==> src/rtl/energy_regulator_nch.sv <==
// Saturating energy level fed by CHANNELS inc/dec request lines, relaxing toward SETPOINT when quiet.
// Optional hysteresis "exhausted" flag enabled by defining ENERGY_REGULATOR_HYST_EN.
module energy_regulator_nch #(
   parameter int CHANNELS     = 2,
   parameter int WIDTH        = 4,
   parameter int RESET_LEVEL  = 8,
   parameter int SETPOINT     = 8,
   parameter int DECAY_PERIOD = 16,
   parameter int LOW_TH       = 3,
   parameter int HIGH_TH      = 6
) (
   input  logic                clk,
   input  logic                rst,
   input  logic                freeze,
   input  logic [CHANNELS-1:0] state_controller_inc,
   input  logic [CHANNELS-1:0] state_controller_dec,
   output logic [WIDTH-1:0]    energy_level,
   output logic                energy_inc,
   output logic                energy_dec,
   output logic                at_max,
   output logic                at_min,
   output logic                exhausted
);

   localparam int NW = $clog2(CHANNELS + 1) + 1;
   localparam int SW = (WIDTH + 2 > NW + 1) ? WIDTH + 2 : NW + 1;
   localparam int CW = (DECAY_PERIOD == 0) ? 1 : $clog2(DECAY_PERIOD + 1);
   localparam logic [WIDTH-1:0]     MAX_LEVEL  = '1;
   localparam logic [WIDTH-1:0]     SET_LEVEL  = WIDTH'(SETPOINT);
   localparam logic [CW-1:0]        LAST_COUNT = (DECAY_PERIOD == 0) ? '0 : CW'(DECAY_PERIOD - 1);
   localparam logic signed [SW-1:0] MAX_SUM    = SW'(2 ** WIDTH - 1);

   logic [WIDTH-1:0]      level_q, level_d;
   logic [CW-1:0]         count_q, count_d;
   logic                  inc_q, inc_d;
   logic                  dec_q, dec_d;
   logic [CHANNELS-1:0]   effInc, effDec;
   logic [NW-1:0]         incCount, decCount;
   logic signed [NW-1:0]  netReq;
   logic signed [SW-1:0]  sumWide;

   // A channel raising inc and dec together cancels itself out.
   assign effInc = state_controller_inc & ~state_controller_dec;
   assign effDec = state_controller_dec & ~state_controller_inc;

   always_comb begin
      incCount = '0;
      decCount = '0;
      for (int i = 0; i < CHANNELS; i++) begin
         incCount = incCount + NW'(effInc[i]);
         decCount = decCount + NW'(effDec[i]);
      end
      netReq = $signed(incCount - decCount);
   end

   always_comb begin
      level_d = level_q;
      count_d = count_q;
      sumWide = $signed({{(SW-WIDTH){1'b0}}, level_q}) + $signed({{(SW-NW){netReq[NW-1]}}, netReq});
      if (!freeze) begin
         if (netReq != '0) begin
            if (sumWide < 0)
               level_d = '0;
            else if (sumWide > MAX_SUM)
               level_d = MAX_LEVEL;
            else
               level_d = sumWide[WIDTH-1:0];
            count_d = '0;
         end else if (DECAY_PERIOD == 0 || level_q == SET_LEVEL) begin
            count_d = '0;
         end else if (count_q == LAST_COUNT) begin
            count_d = '0;
            level_d = (level_q > SET_LEVEL) ? level_q - WIDTH'(1) : level_q + WIDTH'(1);
         end else begin
            count_d = count_q + CW'(1);
         end
      end
      inc_d = (level_d > level_q);
      dec_d = (level_d < level_q);
   end

   always_ff @(posedge clk or posedge rst) begin
      if (rst) begin
         level_q <= WIDTH'(RESET_LEVEL);
         count_q <= '0;
         inc_q   <= 1'b0;
         dec_q   <= 1'b0;
      end else begin
         level_q <= level_d;
         count_q <= count_d;
         inc_q   <= inc_d;
         dec_q   <= dec_d;
      end
   end

   assign energy_level = level_q;
   assign energy_inc   = inc_q;
   assign energy_dec   = dec_q;
   assign at_max       = (level_q == MAX_LEVEL);
   assign at_min       = (level_q == '0);

`ifdef ENERGY_REGULATOR_HYST_EN
   logic exh_q, exh_d;

   // Thresholds look at the level being loaded, so the flag lines up with energy_level.
   always_comb begin
      exh_d = exh_q;
      if (!freeze) begin
         if (int'(level_d) <= LOW_TH)
            exh_d = 1'b1;
         else if (int'(level_d) >= HIGH_TH)
            exh_d = 1'b0;
      end
   end

   always_ff @(posedge clk or posedge rst) begin
      if (rst)
         exh_q <= (RESET_LEVEL <= LOW_TH);
      else
         exh_q <= exh_d;
   end

   assign exhausted = exh_q;
`else
   logic unused_th;
   assign unused_th = ^{LOW_TH, HIGH_TH};
   assign exhausted = 1'b0;
`endif

endmodule

==> config.mk <==
export PLATFORM = sky130hd
export DESIGN_NAME = energy_regulator_nch
export DESIGN_NICKNAME = d
export VERILOG_FILES = /design/src/rtl/energy_regulator_nch.sv
export SDC_FILE = /design/constraint.sdc
export NUM_CORES = 1
export LEC_CHECK = 0
export CORE_MARGIN = 1.5
export CORE_UTILIZATION = 49
export CTS_CLUSTER_DIAMETER = 200
export DETAILED_ROUTE_END_ITERATION = 7
export PLACE_DENSITY_LB_ADDON = 0.05
export SKIP_CTS_REPAIR_TIMING = 1
export SLEW_MARGIN = 40
export SYNTH_ARGS = -nofsm -noshare
export SYNTH_HDL_FRONTEND = slang
export SYNTH_SLANG_ARGS = --single-unit
==> constraint.sdc <==
create_clock -name clk -period 3 [get_ports clk]
set_clock_uncertainty 0.1 [all_clocks]
set_input_delay 0.6 -clock clk [delete_from_list [all_inputs] [get_ports clk]]
set_output_delay 0.6 -clock clk [all_outputs]
set_load 0.01 [all_outputs]
==> results of run 1 <==
power by group through the flow:
stage               Combinational [W]  Clock [W]  Sequential, W
finish                        0.00101  0.0000959       0.000219
global route                  0.00111   0.000104       0.000223
global placement             0.000866          0       0.000217
floorplan                    0.000530          0       0.000264
CTS                          0.000901   0.000101       0.000220
detailed placement           0.000897          0       0.000222
worst max-delay path, stage by stage:
cell and delay, ps:
buf_6 90, nor2b_4 120, fa_1 480, inv_2 80, ha_4 140, inv_4 40
ha_4 270, inv_4 40, fa_2 370, and3_4 200, a221oi_4 300, o221ai_2 140
ha_1 300, nor2b_1 130, o21a_1 170, o21a_1 190, o21a_1 180
layout by cell type (no fill, tap or decap), drive strengths merged, types with 2 or more instances in the layout:
cell,count
a21o,4
a21oi,5
a221oi,3
a32o,2
and3,2
buf,27
clkbuf,4
clkdlybuf4s50,10
dfrtp,10
dlymetal6s2s,3
fa,3
ha,11
inv,13
nand2,9
nand3,3
nand4,2
nor2,8
nor2b,7
nor3,3
nor3b,2
nor4,2
o21a,3
o21ai,7
o221ai,2
or2,2
through the flow:
step / worst slack, ps / cell area [µm²]
finish: -773 / 1660
global route: -901 / 1660
CTS: -1130 / 1550
detailed placement: -1430 / 1530
global placement: -1310 / 1530
floorplan: -778 / 1230
Yosys cell counts (2+ instances only):
cell	instances
o21ai_0	4
dfrtp_1	10
nor4_1	2
o221ai_1	2
and3_1	2
nand2_1	8
buf_2	3
o21ai_1	3
nor2b_1	7
a21o_1	4
nand3_1	3
a32o_1	2
inv_1	13
ha_1	11
nor3_1	3
o21a_1	3
a221oi_1	3
nor2_1	8
fa_1	3
a21oi_1	5
layer usage:
metal	share of wire, %	GRT usage [%]	vias to the layer above
met4	1.6	10.5	0
met3	1.2	2.63	4
met2	53	41.1	12
li1	-	-	547
met1	44	29.1	534
met5	0	0	-
state kept, by name (all words and copies together) (netlist names):
signal and count:
energy_inc 1, energy_dec 1, energy_level 4, count_q 5
layout make-up:
| class | instances | area [µm²] |
|---|---|---|
| multi-input combinational | 98 | 917 |
| inverter | 13 | 53.8 |
| sequential | 11 | 277 |
| fill | 175 | 556 |
| clock buffer | 4 | 26.3 |
| tap | 28 | 35.0 |
| timing repair buffer | 40 | 348 |
cell families (layout without fill, tap and decap cells):
logic type | Yosys count | count (layout)
and+or+nand+nor | 45 | 45
AOI/OAI and AO/OA | 37 | 37
buffers and inverters | 19 | 57
adders and majority gates | 14 | 14
DFF | 11 | 11
other | 1 | 1
xor gates and xnor gates | 1 | 1
worst max-delay path by stage:
stage / start / cells past startpoint / endpoint / slack, ps
finish: state_controller_dec[0] / 17 / energy_inc$_DFF_PP0_ / -770
global route: state_controller_dec[0] / 17 / energy_inc$_DFF_PP0_ / -900
CTS: state_controller_dec[0] / 17 / energy_inc$_DFF_PP0_ / -1130
detailed placement: state_controller_dec[0] / 17 / energy_inc$_DFF_PP0_ / -1430
global placement: state_controller_dec[0] / 17 / energy_inc$_DFF_PP0_ / -1310
floorplan: state_controller_dec[0] / 16 / energy_inc$_DFF_PP0_ / -780
==> run metrics, run 1 <==
run status=finished with violations; violated checks=negative setup slack; Final #Nets=188; Max-Cap Viols=0; die width=51.3 µm; die area=2640 µm²; Worst Path Arrival=3830 ps; Hold EP=count_q[1]$_DFFE_PP0N_; Logic pwr share=76.2%; area delta synth->final=44.7%; flop2flop setup slack=-120 ps; vias per cell=5.65; PD cells=797 nW/µm²; Initial DRC Count=13; Root Driver=clkbuf_4; row count=17; Worst Reg-to-Reg Cells=10; Worst Hold Class=flip-flop to flip-flop; RSZ-0062 raised after global routing=true; hold path cells=2; Sw Ratio=42.6%; HPWL after DPL=2230 µm; fraction of the mapped netlist area in adder cells=17.3%; DR vias=1097; Max VDD drop=0.691 mV; min-delay src=count_q[1]$_DFFE_PP0N_; Clk network pwr share=7.3%; Yosys top cell area share=21.9%; CTS Buffer Depth=2; Tot Pwr=0.00132 W; GRT overflow=0; first-pass GRT wire length=4520 µm; FF+latch count, synth=11; port bufs=14; Skew-Pair Late Insertion Delay=260 ps; io pins=16; total global-route track usage=23.6%; internal power=0.000758 W; Detail Route Antenna Nets=0; Initial Util=51.8%; ANT cells=0; largest net degree at the start of global routing=16; final hold vios=0; Worst setup SP type=primary input; sequential area share after synthesis=24.2%; Synthesized Nets=149; Max Clk Rate=265 MHz; nature of the critical path endpoint=flip-flop; r2r startpoint=energy_level[3]$_DFF_PP1_; P_leak=0.752 nW; area fraction in compound gates after synthesis=25.5%; worst-path maximum fanout=3; Inst Count DP=185; XOR/XNOR Fraction of Synth Area=0.765%; Cell Count, Final, Fillers Out=194; maximum level of the CTS H-tree=1; die extent in y=51.3 µm; mean post-synth cell area=8.94 µm²; clock-pin slew on the worst setup and hold paths=60 ps; Setup CP Type=primary input to flip-flop; Flop pwr share=16.6%; CTS tree=done; WHS=436 ps; Placer Congestion=0.763; Final Slew Violations=0; routed length per instance=15.0 µm; DRC violations left=0; synthesized area=1140 µm²; Clock Sinks=11; Final Util=74.9%; Yosys warnings=0; setup TNS=-1760 ps; main combinational cell family by area after synthesis=compound AO/OA/AOI/OAI gates; ys flop type=dfrtp_1; Required @ worst endpoint=3060 ps; vias in the first global route=1041; CTS buffer count=3; Netlist cell types=49; antenna violations before repair=0; drt pass-1 iters=4; fin crit period=3770 ps; Final WS setup=-773 ps; Area contributors post-synth=dfrtp_1 (22%), ha_1 (12%), fa_1 (5.2%); Psw=0.000562 W; Simple-Gate Fraction of Synth Area=24.5%; core area=2210 µm²; R2R Path End=energy_inc$_DFF_PP0_; Setup Viol. Count Final=4; asr flop ratio synth=100%; Synth area leader=dfrtp_1; fraction of layout cells with a size suffix above 1=34.9%; period utilization=126%; routed wire length=2910 µm; mux cell area share after synthesis=0%; Mapped Cells=128; EDFF count, synth=0
Note: power is estimated with default switching activity, not from simulation.
==> inputs of run 2 (changes only) <==
--- a/config.mk
+++ b/config.mk
@@ -7,7 +7,8 @@
 export LEC_CHECK = 0
 export CORE_MARGIN = 1.5
-export CORE_UTILIZATION = 49
+export CORE_UTILIZATION = 50
 export CTS_CLUSTER_DIAMETER = 200
 export DETAILED_ROUTE_END_ITERATION = 7
+export HOLD_SLACK_MARGIN = 0.03
 export PLACE_DENSITY_LB_ADDON = 0.05
 export SKIP_CTS_REPAIR_TIMING = 1
==> constraint.sdc (replaced) <==
create_clock -name clk -period 4.8 [get_ports clk]
set_clock_uncertainty 0.1 [all_clocks]
set_input_delay 0.96 -clock clk [delete_from_list [all_inputs] [get_ports clk]]
set_output_delay 0.96 -clock clk [all_outputs]
set_load 0.1 [all_outputs]
==> run 2 against run 1 <==
The run now ends clean. Design area fell by 15%. Wire length decreased by 10%. Total power is 34% lower. Combinational power decreased by 38%. Clock power is 34% lower. Worst hold slack improved by 6.2 ps. Critical path depth rose by 2. Via count shrank 4.5%. Largest cell class unchanged. Largest power group unchanged. Highest routed layer is now met3.
==> run metrics, run 2 (synthesized netlist as in run 1, its figures left out) <==
CTS tree=done; io pins=16; Worst Reg-to-Reg Cells=10; port bufs=14; fraction of layout cells with a size suffix above 1=27.6%; Final Slew Violations=0; setup TNS=0 ps; run status=finished clean; Max Clk Rate=218 MHz; core area=2190 µm²; Setup Viol. Count Final=0; DRC violations left=0; routed length per instance=14.5 µm; ANT cells=0; Cell Count, Final, Fillers Out=180; Placer Congestion=0.747; period utilization=95.7%; Max-Cap Viols=0; antenna violations before repair=0; die extent in y=50.9 µm; Worst Path Arrival=4650 ps; nature of the critical path endpoint=flip-flop; Initial DRC Count=12; vias per cell=5.82; commonest cells after routing, fill and taps aside=inv_1 (13), buf_4 (12), ha_1 (10), dfrtp_1 (10); Worst Hold Class=flip-flop to flip-flop; Rel. slew slack=65.1%; die area=2590 µm²; Required @ worst endpoint=4860 ps; GRT overflow=0; max FFs per register=5; Root Driver=clkbuf_4; Worst setup SP type=primary input; final hold vios=0; vias in the first global route=987; Worst Tran Pin Value=523 ps; largest net degree at the start of global routing=17; min-delay src=count_q[1]$_DFFE_PP0N_; fin crit period=4590 ps; Initial Util=52.3%; Final WS setup=208 ps; Skew-Pair Late Insertion Delay=270 ps; worst-path maximum fanout=6; pre-CTS setup slack=-191 ps; total global-route track usage=22.4%; CTS buffer count=3; hold path cells=2; Setup crit start=state_controller_dec[0]; Inst Count DP=175; maximum level of the CTS H-tree=1; RSZ-0062 raised after global routing=false; DR vias=1048; area delta synth->final=23.2%; r2r startpoint=energy_level[3]$_DFF_PP1_; clock-pin slew on the worst setup and hold paths=70 ps; Detail Route Antenna Nets=0; most common cell after layout, fill and taps aside=inv_1; HPWL after DPL=2050 µm; P_leak=0.656 nW; Setup CP Type=primary input to flip-flop; PD cells=616 nW/µm²; first-pass GRT wire length=4350 µm; Final #Nets=174; Max VDD drop=0.622 mV; die width=50.9 µm; Clock Sinks=11; Top reg by flops=count_q; drt pass-1 iters=5; CTS Buffer Depth=2; row count=17; routed wire length=2610 µm
## run 2: cell types whose count changed in the layout (fill, tap and decap cells not counted), sizes merged
| cell | delta |
|---|---|
| buf | -7 |
| clkdlybuf4s50 | -4 |
| dlymetal6s2s | -3 |
## run 2: power by group
part,internal [W],switching (W)
sequential,0.000122,0.0000530
combinational,0.000210,0.000420
clock,0.0000322,0.0000311
total,0.000365,0.000504
## run 2: layout make-up
class	instances	area [µm²]
tap	28	35.0
inverter	13	48.8
clock buffer	4	26.3
sequential	11	277
multi-input combinational	98	833
timing repair buffer	26	190
fill	191	781
## run 2: worst max-delay path, cell delays in order
cell and delay [ps]:
clkdlybuf4s50_1 480, nor2b_4 150, fa_1 420, inv_1 70, ha_1 140, inv_1 70, ha_4 280, inv_1 60
fa_1 410, buf_4 150, buf_4 140, nor3b_1 130, o21ai_1 140, o2111ai_1 140, o211ai_1 180, ha_1 300
o21a_1 110, o21a_1 170, o21a_1 160
## run 2: through the flow
step	area [µm²]	total power (W)	utilization, %	hold WS [ps]
floorplan	1150	0.000657	-	371
global placement	1370	0.000794	62.6	409
detailed placement	1330	0.000781	60.8	426
CTS	1360	0.000846	62.0	444
global route	1410	0.000935	64.4	474
finish	1410	0.000869	64.4	443
## run 2: final timing paths
path | end | slack, ps
worst max-delay path | energy_inc$_DFF_PP0_ | 210
worst min-delay path | count_q[1]$_DFFE_PP0N_ | 440
worst max register to register | energy_inc$_DFF_PP0_ | 1560
worst min register to register | count_q[1]$_DFFE_PP0N_ | 440
max in group asynchronous | energy_level[3]$_DFF_PP1_ | 3390
min in group asynchronous | energy_level[2]$_DFF_PP0_ | 880
## run 2: per-layer routing
layer / GRT usage, % / up-vias / wire [µm] / share of wire, %
met3: 5.85 / 0 / 89 / 3.4
met1: 28.0 / 504 / 1150 / 44
met2: 39.7 / 23 / 1370 / 52
met4: 2.70 / 0 / 0 / 0
li1: - / 521 / - / -
met5: 0 / - / 0 / 0
==> inputs of run 3 (changes only) <==
- CTS_CLUSTER_DIAMETER: 200 -> unset
- TNS_END_PERCENT: unset -> 50
==> results of run 3 <==
Same layout as run 2: the final DEF is identical, and so are final timing and power.
==> patch, RTL diff (config.mk and constraints of run 1) <==
Add a define of `ENERGY_REGULATOR_HYST_EN`.
--- a/src/rtl/energy_regulator_nch.sv
+++ b/src/rtl/energy_regulator_nch.sv
@@ -1,5 +1,7 @@
 // Saturating energy level fed by CHANNELS inc/dec request lines, relaxing toward SETPOINT when quiet.
 // Optional hysteresis "exhausted" flag enabled by defining ENERGY_REGULATOR_HYST_EN.
+`define ENERGY_REGULATOR_HYST_EN
+
 module energy_regulator_nch #(
    parameter int CHANNELS     = 2,
    parameter int WIDTH        = 4,
Behaviour: not the same (a bounded check fails within 4 cycles, from zero or initial values and one cycle with rst high).
==> patch against run 1 <==
- total power grew 3.3%
- setup slack lost 330 ps
- highest routed layer unchanged
- wire length grew 20%
- largest power group unchanged
- register-to-register slack lost 90 ps
- area after synthesis grew 0.66%
- sequential share of layout area grew 0.68 points
- clock power grew 35%
- the run still ends with setup timing left
- design area grew 4.8%
- sequential cell count grew 1
==> patch: results (changes against run 1) <==
vias in the first global route 1164 (+12%); RR Startpoint energy_level[0]$_DFF_PP0_; top cells by area, synth dfrtp_1, ha_1, a21oi_1; first-pass GRT wire length 5161 um (+14%); register area 301.5 um^2 (+9.0%); GRT met2 Usage 42.74% (+1.6 points); critical path arrival 4210 ps (+380 ps); failing checks setup timing; Place WS -1646 ps (-218.4 ps); placed inst area 1605 um^2 (+5.1%); Via Count 1282 (+17%); status finished, violations left; Synth Register Bits 12 (+1); Multi-input gate area 927.1 um^2 (+1.1%); Setup-failing EPs final 8 (+4); Worst path max stage delay 590 ps (+110 ps); cell area power density 785.7 nW/um^2 (-1.4%); LEAKAGE 0.7662 nW (+1.9%); layout cell share with drive strength beyond 1 41.01% (+6.1 points); drt initial violations 45 (+32); GR Util met3 4.023% (+1.4 points); Max IR drop VDD 0.6012 mV (-13%); reg2reg path depth 12 (+2); Final WS setup -1103 ps (-329.9 ps); met1 WL 1412 um (+10%); Hold WS 383.3 ps (-53.04 ps); Synth top area share 23.89% (+2.0 points); ClkCell Share 2.091% (+0.50 points); P_seq 0.242 mW (+11%); Placer Congestion 0.9097 (+19%); pin count of the biggest net entering global routing 19 (+3)
-- patch: how the worst min path moves through the flow --
stage / startpoint / cells after the start / to
4_1_cts: count_q[4]$_DFFE_PP0N_ / 1 / count_q[4]$_DFFE_PP0N_
6_report: count_q[4]$_DFFE_PP0N_ / 1 / count_q[4]$_DFFE_PP0N_
3_3_place_gp: count_q[4]$_DFFE_PP0N_ / 1 / count_q[4]$_DFFE_PP0N_
5_1_grt: count_q[4]$_DFFE_PP0N_ / 1 / count_q[4]$_DFFE_PP0N_
3_5_place_dp: count_q[4]$_DFFE_PP0N_ / 1 / count_q[4]$_DFFE_PP0N_
2_1_floorplan: count_q[4]$_DFFE_PP0N_ / 1 / count_q[4]$_DFFE_PP0N_
-- patch: kinds of logic (layout without fill, tap and decap cells) --
logic type      Yosys count  count (layout)  share of synthesized area, %
compound gates           49              49                         30.19
simple gates             39              39                         18.89
flops                    12              12                         26.17
fa+ha+maj                13              13                         16.07
xor+xnor                  2               2                         1.520
buf+inv                  19              63                         7.166
